==> src/rtl/bit_scan_pkg.sv <==
// rtl/bit_scan_pkg.sv - shared types, defaults and chunk helpers for bit_scan_counter
// Purpose: state/mode enums, default geometry, and the per-chunk popcount and
//          leading-zero helpers used by the datapath.
// Ports:   none (package).
package bit_scan_pkg;

    typedef enum logic {
        S_IDLE = 1'b0,
        S_RUN  = 1'b1
    } state_t;

    typedef enum logic [1:0] {
        M_ONES  = 2'b00,
        M_ZEROS = 2'b01,
        M_LZ    = 2'b10,
        M_TZ    = 2'b11
    } mode_t;

    localparam int DEF_DATA_W = 8;
    localparam int DEF_STEP   = 1;

    // Widest chunk the helpers accept; chunks are zero-extended into this.
    localparam int MAX_STEP = 64;

    function automatic int popcount_step(input logic [MAX_STEP-1:0] chunk);
        int sum;
        sum = 0;
        for (int i = 0; i < MAX_STEP; i++) begin
            if (chunk[i]) sum = sum + 1;
        end
        return sum;
    endfunction

    // Leading zeros of the low 'step' bits of chunk, counted from bit step-1 down.
    function automatic int lzc_step(input logic [MAX_STEP-1:0] chunk, input int step);
        int  cnt;
        logic found;
        cnt   = 0;
        found = 1'b0;
        for (int i = MAX_STEP - 1; i >= 0; i--) begin
            if (i < step && !found) begin
                if (chunk[i]) found = 1'b1;
                else          cnt   = cnt + 1;
            end
        end
        return cnt;
    endfunction

endpackage

==> src/rtl/bit_scan_datapath.sv <==
// rtl/bit_scan_datapath.sv - operand/result registers and chunk adder for bit_scan_counter
// Purpose: holds R1 (operand being scanned), R2 (running count) and the latched
//          scan direction; conditions the operand at load and adds one chunk's
//          contribution per step.
// Ports:   clk, rst_b        clock, async active-low reset
//          load_regs         load R1 from conditioned data_in, clear R2
//          shift             shift R1 by STEP (right for popcount, left for lz)
//          incr_r2           add the current chunk contribution to R2
//          mode, data_in     operand and mode, used only on load_regs
//          lz_mode           latched mode is a leading/trailing-zero mode
//          r1_zero           R1 has no bits left set
//          chunk_hit         MSB-side chunk of R1 contains a 1
//          cnt               R2
module bit_scan_datapath
    import bit_scan_pkg::*;
#(
    parameter int DATA_W = DEF_DATA_W,
    parameter int STEP   = DEF_STEP,
    parameter int CNT_W  = $clog2(DATA_W + 1)
) (
    input  logic              clk,
    input  logic              rst_b,
    input  logic              load_regs,
    input  logic              shift,
    input  logic              incr_r2,
    input  logic [1:0]        mode,
    input  logic [DATA_W-1:0] data_in,
    output logic              lz_mode,
    output logic              r1_zero,
    output logic              chunk_hit,
    output logic [CNT_W-1:0]  cnt
);

    logic [DATA_W-1:0]   r1;
    logic [DATA_W-1:0]   r1_load;
    logic [CNT_W-1:0]    r2;
    logic [CNT_W-1:0]    r2_inc;
    logic                lz_q;
    logic [MAX_STEP-1:0] lo_ext;
    logic [MAX_STEP-1:0] hi_ext;

    // Zeros are counted as ones of the inverted word; trailing zeros are
    // leading zeros of the bit-reversed word, so only two scan engines exist.
    always_comb begin
        r1_load = data_in;
        case (mode_t'(mode))
            M_ZEROS: r1_load = ~data_in;
            M_TZ: begin
                for (int i = 0; i < DATA_W; i++) r1_load[i] = data_in[DATA_W-1-i];
            end
            default: r1_load = data_in;
        endcase
    end

    always_comb begin
        lo_ext = '0;
        hi_ext = '0;
        lo_ext[STEP-1:0] = r1[STEP-1:0];
        hi_ext[STEP-1:0] = r1[DATA_W-1 -: STEP];
    end

    assign chunk_hit = |r1[DATA_W-1 -: STEP];
    assign r1_zero   = (r1 == '0);

    always_comb begin
        if (!lz_q)         r2_inc = CNT_W'(popcount_step(lo_ext));
        else if (chunk_hit) r2_inc = CNT_W'(lzc_step(hi_ext, STEP));
        else                r2_inc = CNT_W'(STEP);
    end

    always_ff @(posedge clk or negedge rst_b) begin
        if (!rst_b) begin
            r1   <= '0;
            r2   <= '0;
            lz_q <= 1'b0;
        end else if (load_regs) begin
            r1   <= r1_load;
            r2   <= '0;
            lz_q <= mode[1];
        end else begin
            if (incr_r2) r2 <= r2 + r2_inc;
            if (shift)   r1 <= lz_q ? (r1 << STEP) : (r1 >> STEP);
        end
    end

    assign lz_mode = lz_q;
    assign cnt     = r2;

endmodule

==> src/rtl/bit_scan_counter.sv <==
// rtl/bit_scan_counter.sv - multi-cycle ones/zeros/leading/trailing-zero counter
// Purpose: controller (FSM, step counter, done flop) plus bit_scan_datapath.
//          Scans STEP bits per cycle and stops as soon as the count is known.
// Ports:   clk, rst_b        clock, async active-low reset
//          start             request, taken only while rdy=1
//          mode              00 ones, 01 zeros, 10 leading zeros, 11 trailing zeros
//          data_in           operand, sampled with start
//          cnt               result, valid while rdy=1
//          rdy               idle and able to accept start
//          done              one-cycle pulse on the first idle cycle after a run
module bit_scan_counter
    import bit_scan_pkg::*;
#(
    parameter int    DATA_W = DEF_DATA_W,
    parameter int    STEP   = DEF_STEP,
    localparam int   CNT_W  = $clog2(DATA_W + 1)
) (
    input  logic              clk,
    input  logic              rst_b,
    input  logic              start,
    input  logic [1:0]        mode,
    input  logic [DATA_W-1:0] data_in,
    output logic [CNT_W-1:0]  cnt,
    output logic              rdy,
    output logic              done
);

    if (STEP < 1 || (DATA_W % STEP) != 0) begin : g_bad_step
        $error("bit_scan_counter: STEP must be >= 1 and divide DATA_W");
    end

    localparam int CHUNKS  = (STEP > 0) ? DATA_W / STEP : 1;
    localparam int STEPS_W = $clog2(CHUNKS + 1);

    state_t             state;
    state_t             state_nxt;
    logic [STEPS_W-1:0] steps;
    logic               done_q;
    logic               load_regs;
    logic               shift;
    logic               incr_r2;
    logic               zero;
    logic               last_step;
    logic               lz_mode;
    logic               r1_zero;
    logic               chunk_hit;

    assign rdy       = (state == S_IDLE);
    assign load_regs = rdy && start;
    // Popcount run is finished once no set bits remain; that cycle adds nothing.
    assign zero      = (state == S_RUN) && !lz_mode && r1_zero;
    assign last_step = (steps == STEPS_W'(CHUNKS - 1));

    always_comb begin
        state_nxt = state;
        shift     = 1'b0;
        incr_r2   = 1'b0;
        case (state)
            S_IDLE: begin
                if (start) state_nxt = S_RUN;
            end
            S_RUN: begin
                if (!lz_mode) begin
                    if (zero) begin
                        state_nxt = S_IDLE;
                    end else begin
                        shift   = 1'b1;
                        incr_r2 = 1'b1;
                    end
                end else begin
                    // A hit chunk adds its internal leading zeros; an empty
                    // chunk adds STEP. The last chunk ends the run either way.
                    incr_r2 = 1'b1;
                    shift   = !chunk_hit;
                    if (chunk_hit || last_step) state_nxt = S_IDLE;
                end
            end
            default: state_nxt = S_IDLE;
        endcase
    end

    always_ff @(posedge clk or negedge rst_b) begin
        if (!rst_b) begin
            state  <= S_IDLE;
            steps  <= '0;
            done_q <= 1'b0;
        end else begin
            state  <= state_nxt;
            done_q <= (state == S_RUN) && (state_nxt == S_IDLE);
            if (load_regs)              steps <= '0;
            else if (shift && lz_mode) steps <= steps + STEPS_W'(1);
        end
    end

    assign done = done_q;

    bit_scan_datapath #(
        .DATA_W (DATA_W),
        .STEP   (STEP),
        .CNT_W  (CNT_W)
    ) u_dp (
        .clk       (clk),
        .rst_b     (rst_b),
        .load_regs (load_regs),
        .shift     (shift),
        .incr_r2   (incr_r2),
        .mode      (mode),
        .data_in   (data_in),
        .lz_mode   (lz_mode),
        .r1_zero   (r1_zero),
        .chunk_hit (chunk_hit),
        .cnt       (cnt)
    );

endmodule

==> config.mk <==
export PLATFORM = sky130hd
export DESIGN_NAME = bit_scan_counter
export DESIGN_NICKNAME = d
export VERILOG_FILES = /design/src/rtl/bit_scan_pkg.sv /design/src/rtl/bit_scan_datapath.sv /design/src/rtl/bit_scan_counter.sv
export SDC_FILE = /design/constraint.sdc
export NUM_CORES = 1
export LEC_CHECK = 0
export CAP_MARGIN = 20
export CORE_UTILIZATION = 41
export DETAILED_ROUTE_END_ITERATION = 7
export PLACE_DENSITY_LB_ADDON = 0.15
export SLEW_MARGIN = 20
export SYNTH_ARGS = -nofsm -noshare
export SYNTH_HDL_FRONTEND = slang
export SYNTH_HIERARCHICAL = 1
export SYNTH_SLANG_ARGS = --single-unit
==> constraint.sdc <==
create_clock -name clk -period 4 [get_ports clk]
set_clock_uncertainty 0.1 [all_clocks]
set_input_delay 1 -clock clk [delete_from_list [all_inputs] [get_ports clk]]
set_output_delay 1 -clock clk [all_outputs]
set_load 0.03 [all_outputs]
==> results of run 1 <==
-- path summary, 6_finish.rpt --
check / end / depth (start not counted) / slack, ns / start
setup / recovery: rdy / 2 / 1.26 / state
hold / removal: u_dp/cnt[3] / 2 / 0.44 / u_dp/cnt[3]
setup reg to reg: u_dp/r1[0] / 7 / 1.74 / u_dp/r1[7]
hold reg to reg: u_dp/cnt[3] / 2 / 0.44 / u_dp/cnt[3]
max in group asynchronous: u_dp/r1[5] / 1 / 2.24 / rst_b
min in group asynchronous: done / 1 / 1.06 / rst_b
-- where the power goes --
part | leakage [nW] | internal, W | switching [W]
clock network | 0.0150 | 0.0000388 | 0.0000580
logic | 0.384 | 0.000267 | 0.000287
registers | 0.231 | 0.000284 | 0.0000859
-- state kept, by name, summed over array words and instances (netlist names) --
name	cells
u_dp/cnt	4
u_dp/r1	8
u_dp/lz_mode	1
steps	4
done	1
state	1
-- synthesized netlist by cell type (2+ instances only) --
| cell | number |
|---|---|
| o21a_1 | 4 |
| dfrtp_1 | 19 |
| nand2_1 | 9 |
| a31oi_1 | 2 |
| or4_1 | 2 |
| nor2_1 | 14 |
| xor2_1 | 3 |
| nor2b_1 | 3 |
| nand2b_1 | 5 |
| buf_4 | 4 |
| nand3_1 | 6 |
| ha_1 | 3 |
| a211o_1 | 3 |
| o211a_1 | 4 |
| mux2i_1 | 9 |
| o21ai_0 | 8 |
| o22ai_1 | 2 |
| inv_1 | 4 |
| o2111ai_1 | 3 |
| o21ai_2 | 2 |
| clkbuf_1 | 2 |
| a21oi_1 | 6 |
-- through the flow --
step | cell area, sq um | hold WS (ns)
finish | 1419 | 0.4421
global route | 1419 | 0.4918
CTS | 1419 | 0.4530
detailed placement | 1393 | 0.4236
global placement | 1393 | 0.4281
floorplan | 1200 | 0.3969
-- layer usage --
layer  vias up  track usage (%)  wire (um)
met2        29            23.13       1031
met1       447            18.88       1008
met4         0            7.666         17
li1        506                -          -
met3         2            2.326        104
met5         -                0          0
-- area by class of cell --
cell class              instances  area share (%)
inverters                       4           1.058
well taps                      31           2.734
flip-flops and latches         19           33.51
multi-input cells              99           46.56
repair buffers                 21           14.29
clock buffers                   4           1.852
-- kinds of logic after synthesis --
family                     count (synthesis)  synth area share (%)
buffers and inverters                     11                 5.318
and+or+nand+nor                           46                 19.60
muxes                                      9                 7.508
adders and majority gates                  3                 3.129
AOI/OAI and AO/OA                         38                 22.63
DFF                                       19                 39.62
xor gates and xnor gates                   3                 2.190
-- worst reg2reg max path: cells and delay by family (launching register included) --
kind	cells	cell delay, ns
buffers and inverters	1	0.20
AND/OR/NAND/NOR	2	0.69
AO/OA/AOI/OAI	4	0.71
flip-flops	1	0.45
==> results.cfg, run 1 <==
[grt]
grt_pass1_wl_um = 3732
antenna_found_initial = 0
gr-total-overflow = 0
first_global_vias = 884
grt_max_degree = 20
grt_usage_pct = 14.52

[layout]
nets = 164
nFillCells = 273
final_cells = 178
utilization_pct = 51.45
antennaDiodeCount = 0
synthToLayoutAreaGrowth_pct = 18.25
final_cell_mix = 19 x dfrtp_1, 18 x clkdlybuf4s50_1, 14 x nor2_1, 9 x mux2i_1, 9 x nand2_1
drive_above_1_share_pct = 6.803
final_common_cell = dfrtp_1
seqCellArea_sq_um = 475.5
multiInputGateArea_sq_um = 660.6

[setup_path]
crit_type = reg2out
slowest_delay_ns = 0.69
endpoint_kind = output port
crit_family = buffers and inverters
cp_cell_sequence = inv_1, clkdlybuf4s50_1
start_kind = flip-flop
arrival_ns = 1.64
worst-path-max-fanout = 9
required_ns = 2.90
cp_slowest_cell = clkdlybuf4s50_1
cp.buffers_inverters = 2

[timing]
final.setup.worst_slack_ns = 1.258
worst_slew_pin_slew_ns = 0.8095
final_hold_viol_count = 0
finalSetupTns_ns = 0
drv_slew = 0
setup_viol = 0
fmax_mhz = 364.7
period_needed_ns = 2.742
rsz0062_at_grt = false
period_share_pct = 68.55
slew_headroom_pct = 45.86

[floorplan]
initial_core_util_pct = 43.51
num_io_pins = 19
fp.dieW_um = 56.10
die_h_um = 56.10
rows = 19
die_area_sq_um = 3147
placeableCoreArea_sq_um = 2758

[clock_network]
insertion_delay_ns = 0.30
ctsResizeCount = 0
htree_num_levels = 1
cts.sinks = 19
cts.path.max_buffers = 2
numCtsBuffers = 3
clk_pin_slew_ns = 0.11
cts_root_buffer = clkbuf_4
cts_hold_buffers = 0
post_cts_buffers = 0
cts_tree = built

[route]
firstDrtPassIters = 4
avgViaCountPerCell = 5.528
drcViolationCount = 0
drtIter0Drc = 20
vias = 984
ant_nets = 0
wirelength_um = 2162
wl_per_cell_um = 12.15

[logic_synthesis]
synthFlopType = dfrtp_1
ys_ff_latch = 19
seq_area_frac_synth_pct = 39.62
syn_inst = 129
ys_types = 34
synth_warnings = 6
syn_nets = 145
synth.area.top_cells = dfrtp_1 40%, mux2i_1 7.5%, nor2_1 4.4%, o211a_1 3.3%, o21ai_0 3.3%
synth-edff-count = 0
netlist.area_leader.share_pct = 39.62
yosysTopAreaCell = dfrtp_1
async_flop_share_pct = 100.0
synth.avg_cell_area_sq_um = 9.302
syn-cell-area_sq_um = 1200

[power]
p_leak_nw = 0.6296
power_density_nw_per_um2 = 719.3
finalPower_w = 0.001021
ir_drop_mv = 0.4349

[placement]
place_congestion = 0.7579
pre_cts_ws_ns = 1.247
dpl.hpwl_um = 1629
dp.cells = 174
port_buffers = 18

[job]
cap_violations = 0

[worst_hold_path]
worst_hold_path_type = reg2reg

[status]
status = completed
(Power assumes the default switching activity.)
==> run 2: changes to the inputs <==
- clock period: 4 -> 2.7 ns (I/O delays scaled with it)
==> results.cfg, run 2 (synthesis results as in run 1) <==
[setup_path]
required_ns = 1.92
cp_cell_sequence = inv_1, clkdlybuf4s50_1
crit_family = buffers and inverters
start_kind = flip-flop
reg2reg_depth = 7
endpoint_kind = output port
worst-path-max-fanout = 9
cp_slowest_cell = clkdlybuf4s50_1
cp.buffers_inverters = 2
arrival_ns = 1.66
slowest_delay_ns = 0.69
path_depth = 2
crit_type = reg2out

[grt]
grt_usage_pct = 15.17
first_global_vias = 901
antenna_found_initial = 0
grt_max_degree = 23
grt_pass1_wl_um = 3767
gr-total-overflow = 0

[floorplan]
rows = 19
die_h_um = 56.10
die_area_sq_um = 3147
placeableCoreArea_sq_um = 2758
fp.dieW_um = 56.10
num_io_pins = 19
initial_core_util_pct = 43.51

[placement]
port_buffers = 18
dpl.hpwl_um = 1635
place_congestion = 0.7827

[timing]
slew_headroom_pct = 68.88
period_share_pct = 90.06
fmax_mhz = 411.3
setup_viol = 0
finalSetupTns_ns = 0
worst_slew_pin_slew_ns = 0.4668
rsz0062_at_grt = false
drv_slew = 0
final_hold_viol_count = 0
period_needed_ns = 2.432

[route]
ant_nets = 0
wirelength_um = 2218
drtIter0Drc = 33
vias = 995
drcViolationCount = 0
avgViaCountPerCell = 5.559
wl_per_cell_um = 12.39
firstDrtPassIters = 4

[power]
ir_drop_mv = 0.6663
power_density_nw_per_um2 = 1062
finalPower_w = 0.001514
p_leak_nw = 0.6344

[status]
status = completed

[clock_network]
cts_tree = built
cts.sinks = 19
insertion_delay_ns = 0.30
cts.path.max_buffers = 2
post_cts_buffers = 0
clk_pin_slew_ns = 0.10
cts_root_buffer = clkbuf_4
numCtsBuffers = 3
cts_hold_buffers = 0
ctsResizeCount = 0
htree_num_levels = 1

[worst_hold_path]
worst_hold_path_type = reg2reg
hold_depth = 2

[layout]
nets = 165
final_common_cell = dfrtp_1
largest-register = u_dp/r1
drive_above_1_share_pct = 7.432
largest_register_ffs = 8
final_cell_mix = 19 x dfrtp_1, 18 x clkdlybuf4s50_1, 14 x nor2_1, 9 x mux2i_1, 9 x nand2_1
antennaDiodeCount = 0
synthToLayoutAreaGrowth_pct = 18.87

[job]
cap_violations = 0
[run 2: cell types whose count changed in the layout (fill, tap and decap cells not counted), sizes merged]
cell  before  now
buf        3    4
[run 2: metrics by stage]
stage / instances / worst slack [ns] / hold slack [ns] / util (%) / area (sq um)
detailed placement: 175 / 0.4668 / 0.4250 / 50.77 / 1400
global placement: 175 / 0.4677 / 0.4195 / 50.77 / 1400
floorplan: 129 / 0.5396 / 0.2794 / - / 1200
finish: 179 / 0.2684 / 0.4482 / 51.72 / 1426
CTS: 179 / 0.2593 / 0.4540 / 51.72 / 1426
global route: 179 / 0.2104 / 0.5085 / 51.72 / 1426
[run 2: worst min-delay path, cell delays in order (launching register included)]
cell and delay (ns):
dfrtp_1 0.37, xor2_1 0.07, nor2_1 0.08
[run 2: final timing paths]
path                          endpoint  slack (ns)   startpoint
max                                rdy        0.27        state
min                        u_dp/cnt[3]        0.45  u_dp/cnt[3]
max reg2reg                 u_dp/r1[0]        0.45   u_dp/r1[7]
min reg2reg                u_dp/cnt[3]        0.45  u_dp/cnt[3]
max in group asynchronous     steps[2]        1.70        rst_b
min in group asynchronous     steps[3]        0.60        rst_b
[run 2: power breakdown]
group	internal [W]	switching, W
Sequential	0.000421	0.000129
Combinational	0.000396	0.000425
Clock	0.0000575	0.0000861
Total	0.000875	0.000640
[run 2: layout make-up]
| cell class | instances | area (sq um) |
|---|---|---|
| Clock buffer | 4 | 26.28 |
| Fill cell | 258 | 1331 |
| Inverter | 4 | 15.01 |
| Multi-Input combinational cell | 99 | 660.6 |
| Sequential cell | 19 | 475.5 |
| Tap cell | 31 | 38.79 |
| Timing Repair Buffer | 22 | 210.2 |
[run 2: routing by layer]
metal  global-route usage (%)  share of wire [%]  vias up
li1                         -                  -      510
met1                    18.20                 47      457
met2                    26.36                 47       23
met3                    2.326                3.9        5
met4                    7.317                2.1        0
met5                        0                  0        -
==> run 3: changes to the inputs <==
- ABC_AREA: not set -> 1
==> results.cfg, run 3 <==
[logic_synthesis]
synthFlopType = dfrtp_1
synth.avg_cell_area_sq_um = 6.662
syn_inst = 191
synthMuxAreaShare_pct = 0
synth_top_family_by_area = simple AND/OR/NAND/NOR gates
ys_ff_latch = 19
synth-edff-count = 0
syn_nets = 207
syn-cell-area_sq_um = 1272
netlist.area_leader.share_pct = 37.36
synth-xor-area-share_pct = 0.6883
synth.area.top_cells = dfrtp_1 37%, nand2_1 19%, nand3_1 14%, inv_1 7.4%, nor2_1 3.5%
synthSimpleGateAreaFrac_pct = 40.41
synth_compound_area_share_pct = 7.571
synth_warnings = 6
yosysMostFrequentCell = nand2_1
yosysTopAreaCell = dfrtp_1
seq_area_frac_synth_pct = 37.36
ys_types = 21
ys_top_cells_by_count = 64 x nand2_1, 35 x nand3_1, 25 x inv_1
async_flop_share_pct = 100.0
synth_adder_area_share_pct = 2.950

[timing]
rsz0062_at_grt = false
final_hold_viol_count = 0
period_needed_ns = 2.319
drv_slew = 0
setup_viol = 0
worst_slew_pin_slew_ns = 0.4524
fmax_mhz = 431.1
period_share_pct = 85.91
finalSetupTns_ns = 0
slew_headroom_pct = 69.84

[route]
avgViaCountPerCell = 5.145
firstDrtPassIters = 4
drcViolationCount = 0
vias = 1240
drtIter0Drc = 59
wirelength_um = 2656
wl_per_cell_um = 11.02
ant_nets = 0

[setup_path]
crit_type = reg2out
cp_slowest_cell = clkdlybuf4s50_1
cp.buffers_inverters = 2
worst-path-max-fanout = 5
start_kind = flip-flop
slowest_delay_ns = 0.69
required_ns = 1.92
cp_cell_sequence = inv_1, clkdlybuf4s50_1
arrival_ns = 1.54
rr_startpoint = u_dp/r1[0]
endpoint_kind = output port
crit_family = buffers and inverters
startpoint = state

[grt]
met3_usage_pct = 2.679
use_met2_pct = 30.40
grt_pass1_wl_um = 4450
gr-total-overflow = 0
grt-busiest-layer = met2
grtUsageMet1_pct = 20.65
grt_max_degree = 20
grt_usage_pct = 17.60
antenna_found_initial = 0
first_global_vias = 1110

[placement]
port_buffers = 18
dpl.hpwl_um = 2080
dp.cells = 237
place_congestion = 0.8860

[power]
power_density_nw_per_um2 = 883.4
ir_drop_mv = 0.2559
p_leak_nw = 0.7676

[clock_network]
cts_hold_buffers = 0
ctsResizeCount = 0
post_cts_buffers = 0
insertion_delay_ns = 0.30
cts.path.max_buffers = 2
htree_num_levels = 1
numCtsBuffers = 3
cts_root_buffer = clkbuf_4
clk_pin_slew_ns = 0.11
cts_tree = built
cts.sinks = 19

[floorplan]
placeableCoreArea_sq_um = 2853
die_h_um = 57.71
die_area_sq_um = 3330
initial_core_util_pct = 44.61
rows = 19
num_io_pins = 19
fp.dieW_um = 57.71

[layout]
final_cell_mix = 64 x nand2_1, 35 x nand3_1, 25 x inv_1, 19 x dfrtp_1, 18 x clkdlybuf4s50_1
nets = 227
largest-register = u_dp/r1
drive_above_1_share_pct = 6.667
final_common_cell = nand2_1
antennaDiodeCount = 0
synthToLayoutAreaGrowth_pct = 17.99
largest_register_ffs = 8
nFillCells = 279
final_cells = 241

[job]
cap_violations = 0

[status]
status = completed

[worst_hold_path]
worst_hold_path_type = reg2reg
hp-start = u_dp/r1[2]
-- run 3: changes by cell type in the layout (fill, tap and decap cells not counted), moves of 5 or more --
| cell | before | now |
|---|---|---|
| inv_1 | 4 | 25 |
| nand2b_1 | 5 | 0 |
| nand2_1 | 9 | 64 |
| nand3_1 | 6 | 35 |
| mux2i_1 | 9 | 0 |
-- run 3: power by group --
group	leakage (nW)	switching [W]	internal, W
clock network	0.0150	0.0000877	0.0000575
registers	0.248	0.000105	0.000382
logic	0.504	0.000430	0.000264
-- run 3: final timing paths --
check / end / slack [ns] / cells past startpoint
worst max-delay path: rdy / 0.38 / 2
min in group asynchronous: done / 0.60 / 2
max in group asynchronous: u_dp/r1[3] / 1.71 / 2
worst max register to register: u_dp/r1[5] / 0.68 / 12
worst min register to register: u_dp/r1[2] / 0.45 / 2
worst min-delay path: u_dp/r1[2] / 0.45 / 2
-- run 3: through the flow --
step	setup slack (ns)	hold WS [ns]	total power (W)	cell area [sq um]	util, %
after global placement	0.5153	0.4231	0.001169	1475	51.71
after floorplan	1.027	0.2794	0.0009916	1272	-
after global routing	0.3030	0.4802	0.001452	1501	52.63
after CTS	0.3560	0.4490	0.001335	1501	52.63
after detailed placement	0.4528	0.4227	0.001183	1475	51.71
final	0.3806	0.4462	0.001326	1501	52.63
-- run 3: worst reg2reg max path: stages (launching register included) --
cell     delay [ns]
dfrtp_1        0.43
nor2_1         0.13
nand4_1        0.10
nor3_1         0.27
nand2_1        0.09
nand2_1        0.10
a21oi_1        0.10
buf_4          0.19
nor2_4         0.17
nand2_1        0.08
o21ai_0        0.09
nor2_1         0.06
nand2_1        0.06
-- run 3: area by class of cell --
type	instances	area [sq um]	share of cell area [%]
clock buffers	4	26.28	1.750
inverters	27	101.3	6.750
multi-input cells	139	656.9	43.75
flip-flops and latches	19	475.5	31.67
well taps	31	38.79	2.583
repair buffers	21	202.7	13.50
-- run 3: layer usage --
layer / share of wire, % / up-vias
met1: 46 / 547
met2: 47 / 46
met4: 1.0 / 0
li1: - / 645
met5: 0 / -
met3: 6.0 / 2
-- run 3: logic make-up after synthesis --
group | count (synthesis)
adder cells (fa/ha/maj) | 3
AND/OR/NAND/NOR | 118
AO/OA/AOI/OAI | 17
XOR/XNOR | 1
buffers and inverters | 33
flip-flops | 19
==> RTL edit 1: new RTL, flow settings as in run 3 <==
Set the package constant `DEF_DATA_W` to 16 (it was 8).
--- a/src/rtl/bit_scan_pkg.sv
+++ b/src/rtl/bit_scan_pkg.sv
@@ -16,7 +16,7 @@
         M_TZ    = 2'b11
     } mode_t;
 
-    localparam int DEF_DATA_W = 8;
+    localparam int DEF_DATA_W = 16;
     localparam int DEF_STEP   = 1;
 
     // Widest chunk the helpers accept; chunks are zero-extended into this.
Ports: changed (resized cnt and data_in); port bits go from 19 to 28. The function was not compared with the original's and may differ.
==> RTL edit 1 against run 3 <==
Design area up 65%. Setup slack improved by 0.062 ns. Total power grew 67%. Die area rose by 62%. Sequential share of layout area fell by 2.4 points. Sequential cell count up 10. Wire length is 80% higher. Non-clock buffer count increased by 13. Sequential power increased by 62%. Count of clock-buffer cells in the layout rose by 3. Utilization is 1.2 points lower. Cell count increased by 74%. Synthesized area grew 64%. Highest routed layer unchanged.
==> RTL edit 1: results (changes against run 3) <==
Run status
  – Run status: finished clean

Routing
  – Via density: 4.976 (-3.3%)
  – Metal3 WL: 146 µm (-8.8%)
  – Drt wl/cell: 11.37 µm (+3.1%)
  – Via count: 2090 (+69%)
  – Met1 WL: 2336 µm (+92%)
  – Starting DRT DRC Count: 142 (+140%)
  – DR WL met2: 2237 µm (+79%)

Global routing
  – Met3 GRT Util: 4.115% (+1.4 points)
  – GRT Overall Usage: 20.61% (+3.0 points)
  – First-pass GRT wire length: 8604 µm (+93%)
  – Largest net degree at the start of global routing: 30 (+50%)
  – Met1 Use GR: 29.22% (+8.6 points)
  – GR Util met2: 31.79% (+1.4 points)
  – Number of global-route vias before repair: 1898 (+71%)
  – Initial antenna violation count: 0 (unchanged)

Power and ir drop
  – Leakage: 1.289 nW (+68%)
  – Max VDD drop: 0.5557 mV (+120%)

STA
  – Slew Limit Headroom: 65.32% (-4.5 points)

Critical path
  – Crit-path leading delay family: buffers and inverters
  – CP arrival: 1.48 ns (-0.06 ns)

Logic synthesis
  – Largest cells by area after synthesis: dfrtp_1 (35%), nand2_1 (22%), nand3_1 (18%)
  – Post-Synth XOR/XNOR Area: 0% (-0.69 points)
  – Yosys reg bits: 29 (+10)
  – Mapped Avg Cell Area: 6.390 µm² (-4.1%)
  – Syn nets: 352 (+70%)
  – Unique masters post-synth: 24 (+14%)
  – Post-synthesis sequential area ratio: 34.73% (-2.6 points)
  – Synth Area in Compound Gates: 3.593% (-4.0 points)
  – Post-synth top flop: dfrtp_1
  – Adder-Cell Fraction of Synth Area: 2.395% (-0.55 points)
  – Top cells by count, synth: nand2_1 (122), nand3_1 (74), dfrtp_1 (29), inv_1 (29), nor2_1 (22)

Place
  – Port-buffer cells: 27 (+9)
  – Placed Area: 2394 µm² (+62%)
  – RD Place Congestion: 0.8100 (-8.6%)
  – Placed cells: 413 (+74%)
  – HPWL after DPL: 3366 µm (+62%)

CTS
  – Total CTS buffers: 5 (+2)
  – Clock root buffer: clkbuf_8
  – H-tree depth: 2 (+1)
  – Clk slew on worst S/H paths: 0.06 ns (-0.05 ns)
  – Post-CTS sizing: 0 (unchanged)
  – Clk_lat worst skew: 0.28 ns (-0.02 ns)

Layout
  – Layout cell share with drive strength beyond 1: 7.365% (+0.70 points)
  – Number of flip-flops in the largest register: 16 (+8)
  – Final Net Count: 378 (+67%)

Min path
  – Hold Crit Class: flop to flop
[RTL edit 1: cell type report]
class | count | area (µm²)
well taps | 67 | 83.83
flip-flops and latches | 29 | 725.7
clock buffers | 7 | 86.33
inverters | 35 | 136.4
fillers | 517 | 2337
repair buffers | 34 | 322.8
multi-input cells | 248 | 1125
[RTL edit 1: power breakdown]
group	switching, mW	leakage (nW)	internal [mW]
Combinational	0.651	0.868	0.412
Sequential	0.189	0.377	0.599
Clock	0.162	0.0443	0.202
Total	1.00	1.29	1.21
[RTL edit 1: logic make-up (layout without fill, tap and decap cells)]
| kind of cell | after synthesis | count (layout) |
|---|---|---|
| adder cells (fa/ha/maj) | 4 | 4 |
| buffers and inverters | 50 | 76 |
| AND/OR/NAND/NOR | 230 | 230 |
| flip-flops | 29 | 29 |
| AO/OA/AOI/OAI | 14 | 14 |
[RTL edit 1: stage by stage]
step           worst slack [ns]  utilization (%)
5_1_grt                  0.3800            51.48
4_1_cts                  0.4228            51.48
3_5_place_dp             0.4092            49.69
3_3_place_gp             0.4263            49.69
2_1_floorplan            0.9318                -
6_report                 0.4428            51.48
[RTL edit 1: worst paths after layout]
kind	from	end	slack [ns]	depth (start not counted)
min reg2reg	steps[4]$_DFFE_PN0P_	steps[4]$_DFFE_PN0P_	0.42	2
min	steps[4]$_DFFE_PN0P_	steps[4]$_DFFE_PN0P_	0.42	2
min in group asynchronous	rst_b	u_dp/r1[5]$_DFFE_PN0P_	0.67	2
max in group asynchronous	rst_b	u_dp/r1[14]$_DFFE_PN0P_	1.55	2
max reg2reg	u_dp/r1[8]$_DFFE_PN0P_	u_dp/r1[13]$_DFFE_PN0P_	0.55	10
max	state$_DFF_PN0_	rdy	0.44	2
==> RTL edit 2: new RTL, config.mk and constraints of run 3 <==
Without the edit above. Reset style: synchronous (`rst_b`), changed in 2 clocked blocks. Comments in the files are not updated.
--- a/src/rtl/bit_scan_datapath.sv
+++ b/src/rtl/bit_scan_datapath.sv
@@ -68,7 +68,7 @@
         else                r2_inc = CNT_W'(STEP);
     end
 
-    always_ff @(posedge clk or negedge rst_b) begin
+    always_ff @(posedge clk) begin
         if (!rst_b) begin
             r1   <= '0;
             r2   <= '0;
--- a/src/rtl/bit_scan_counter.sv
+++ b/src/rtl/bit_scan_counter.sv
@@ -79,7 +79,7 @@
         endcase
     end
 
-    always_ff @(posedge clk or negedge rst_b) begin
+    always_ff @(posedge clk) begin
         if (!rst_b) begin
             state  <= S_IDLE;
             steps  <= '0;
Check against the original RTL: differs if rst_b is asserted again (counterexample within 4 cycles, from zero or initial values and one cycle with rst_b low); with rst_b held inactive, the same outputs for 4 cycles.
==> RTL edit 2 against run 3 <==
Synthesized area fell by 4.3%. Cell count rose by 3.3%. Wire length rose by 7.7%. Critical path type unchanged. Die area fell by 4.2%. Design area fell by 3.3%. Count of clock-buffer cells in the layout fell by 1. Highest routed layer unchanged. Sequential cell count did not move. Setup slack improved by 0.096 ns.
Power is not compared: it rests on default switching activity, and its combinational part moved more than twofold at a synthesized area within 25%.
==> RTL edit 2: results (changes against run 3) <==
Routing
  – Via density: 5.205 (+1.2%)
  – Starting DRT DRC Count: 53 (-10%)
  – Via count: 1296 (+4.5%)

Layout
  – Clk tree area frac: 1.897% (+0.15 points)
  – Final sequential cell count: 19 (unchanged)
  – Buffers, non-clock: 19 (-9.5%)
  – Fraction of area in multi-input gates: 48.28% (+4.5 points)
  – Non-CTS inverters: 31 (+15%)
  – Multi-input comb cells: 145 (+4.3%)
  – Non-clock buffer share: 12.93% (-0.57 points)
  – Final Net Count: 235 (+3.5%)
  – Layout cell share with drive strength beyond 1: 6.422% (-0.24 points)
  – Footprint of the multi-input gates: 700.7 µm² (+6.7%)
  – Sequential cell area share: 26.21% (-5.5 points)

Logic synthesis
  – Top cells by count, synth: nand2_1 (67), inv_1 (27), nand3_1 (20)
  – Largest cells by area after synthesis: dfxtp_1 (31%), nand2_1 (21%), inv_1 (8.3%)
  – Post-synthesis sequential area ratio: 31.24% (-6.1 points)
  – Ys Warns: 6 (unchanged)
  – Syn nets: 214 (+3.4%)
  – Post-synth top flop: dfxtp_1
  – Gate Count Post-Synth: 198 (+3.7%)
  – Async SR Flop Fraction: 0% (-100 points)

Global routing
  – Largest net degree at the start of global routing: 15 (-25%)
  – First-pass GRT wire length: 4830 µm (+8.5%)
  – Number of global-route vias before repair: 1167 (+5.1%)
  – GRT Overall Usage: 19.42% (+1.8 points)

Place
  – HPWL after DPL: 2284 µm (+9.8%)
  – Placed cells: 245 (+3.4%)
  – RD Place Congestion: 0.9306 (+5.0%)
  – Placed Area: 1424 µm² (-3.5%)

Critical path
  – Slowest cell delay on critical path: 0.66 ns (-0.03 ns)

Run status
  – Run status: finished clean

CTS
  – Clock root buffer: clkbuf_4

STA
  – Slew Limit Headroom: 69.34% (-0.50 points)
## RTL edit 2: cell count changes after synthesis, moves of 4 or more
cell | run 3 | this run
nand3_1 | 35 | 20
nand3b_1 | 0 | 6
a21oi_1 | 4 | 18
dfrtp_1 | 19 | 0
o21ai_0 | 6 | 2
dfxtp_1 | 0 | 19
## RTL edit 2: cell families after synthesis
kind of cell / share of synthesized area, %
fa+ha+maj: 3.084
flops: 31.24
buf+inv: 11.20
simple gates: 44.50
xor+xnor: 0.7196
compound gates: 9.250
## RTL edit 2: metrics by stage
step	setup slack, ns	hold slack (ns)
CTS	0.4543	0.3811
global placement	0.5797	0.3652
global route	0.4055	0.3913
floorplan	0.9981	0.3441
finish	0.4768	0.3827
detailed placement	0.5158	0.3658
## RTL edit 2: report_power, final
| group | switching, mW | total, mW | internal [mW] |
|---|---|---|---|
| registers | 0.0174 | 0.314 | 0.296 |
| logic | 0.111 | 0.181 | 0.0699 |
| clock network | 0.0922 | 0.148 | 0.0554 |
## RTL edit 2: worst paths after layout
path,from,endpoint,slack (ns),cells after the start
worst max-delay path,state$_SDFF_PN0_,rdy,0.48,2
worst min register to register,u_dp/r1[5]$_SDFFE_PN0P_,u_dp/r1[5]$_SDFFE_PN0P_,0.38,2
worst min-delay path,u_dp/r1[5]$_SDFFE_PN0P_,u_dp/r1[5]$_SDFFE_PN0P_,0.38,2
worst max register to register,u_dp/r1[4]$_SDFFE_PN0P_,u_dp/r1[4]$_SDFFE_PN0P_,0.77,11
## RTL edit 2: per-layer routing
metal / global-route usage (%) / wire length [µm] / part of all wire (%)
met1: 23.04 / 1316 / 46
met4: 9.059 / 51 / 1.8
met5: 0 / 0 / 0
met2: 32.94 / 1359 / 48
met3: 4.378 / 132 / 4.6
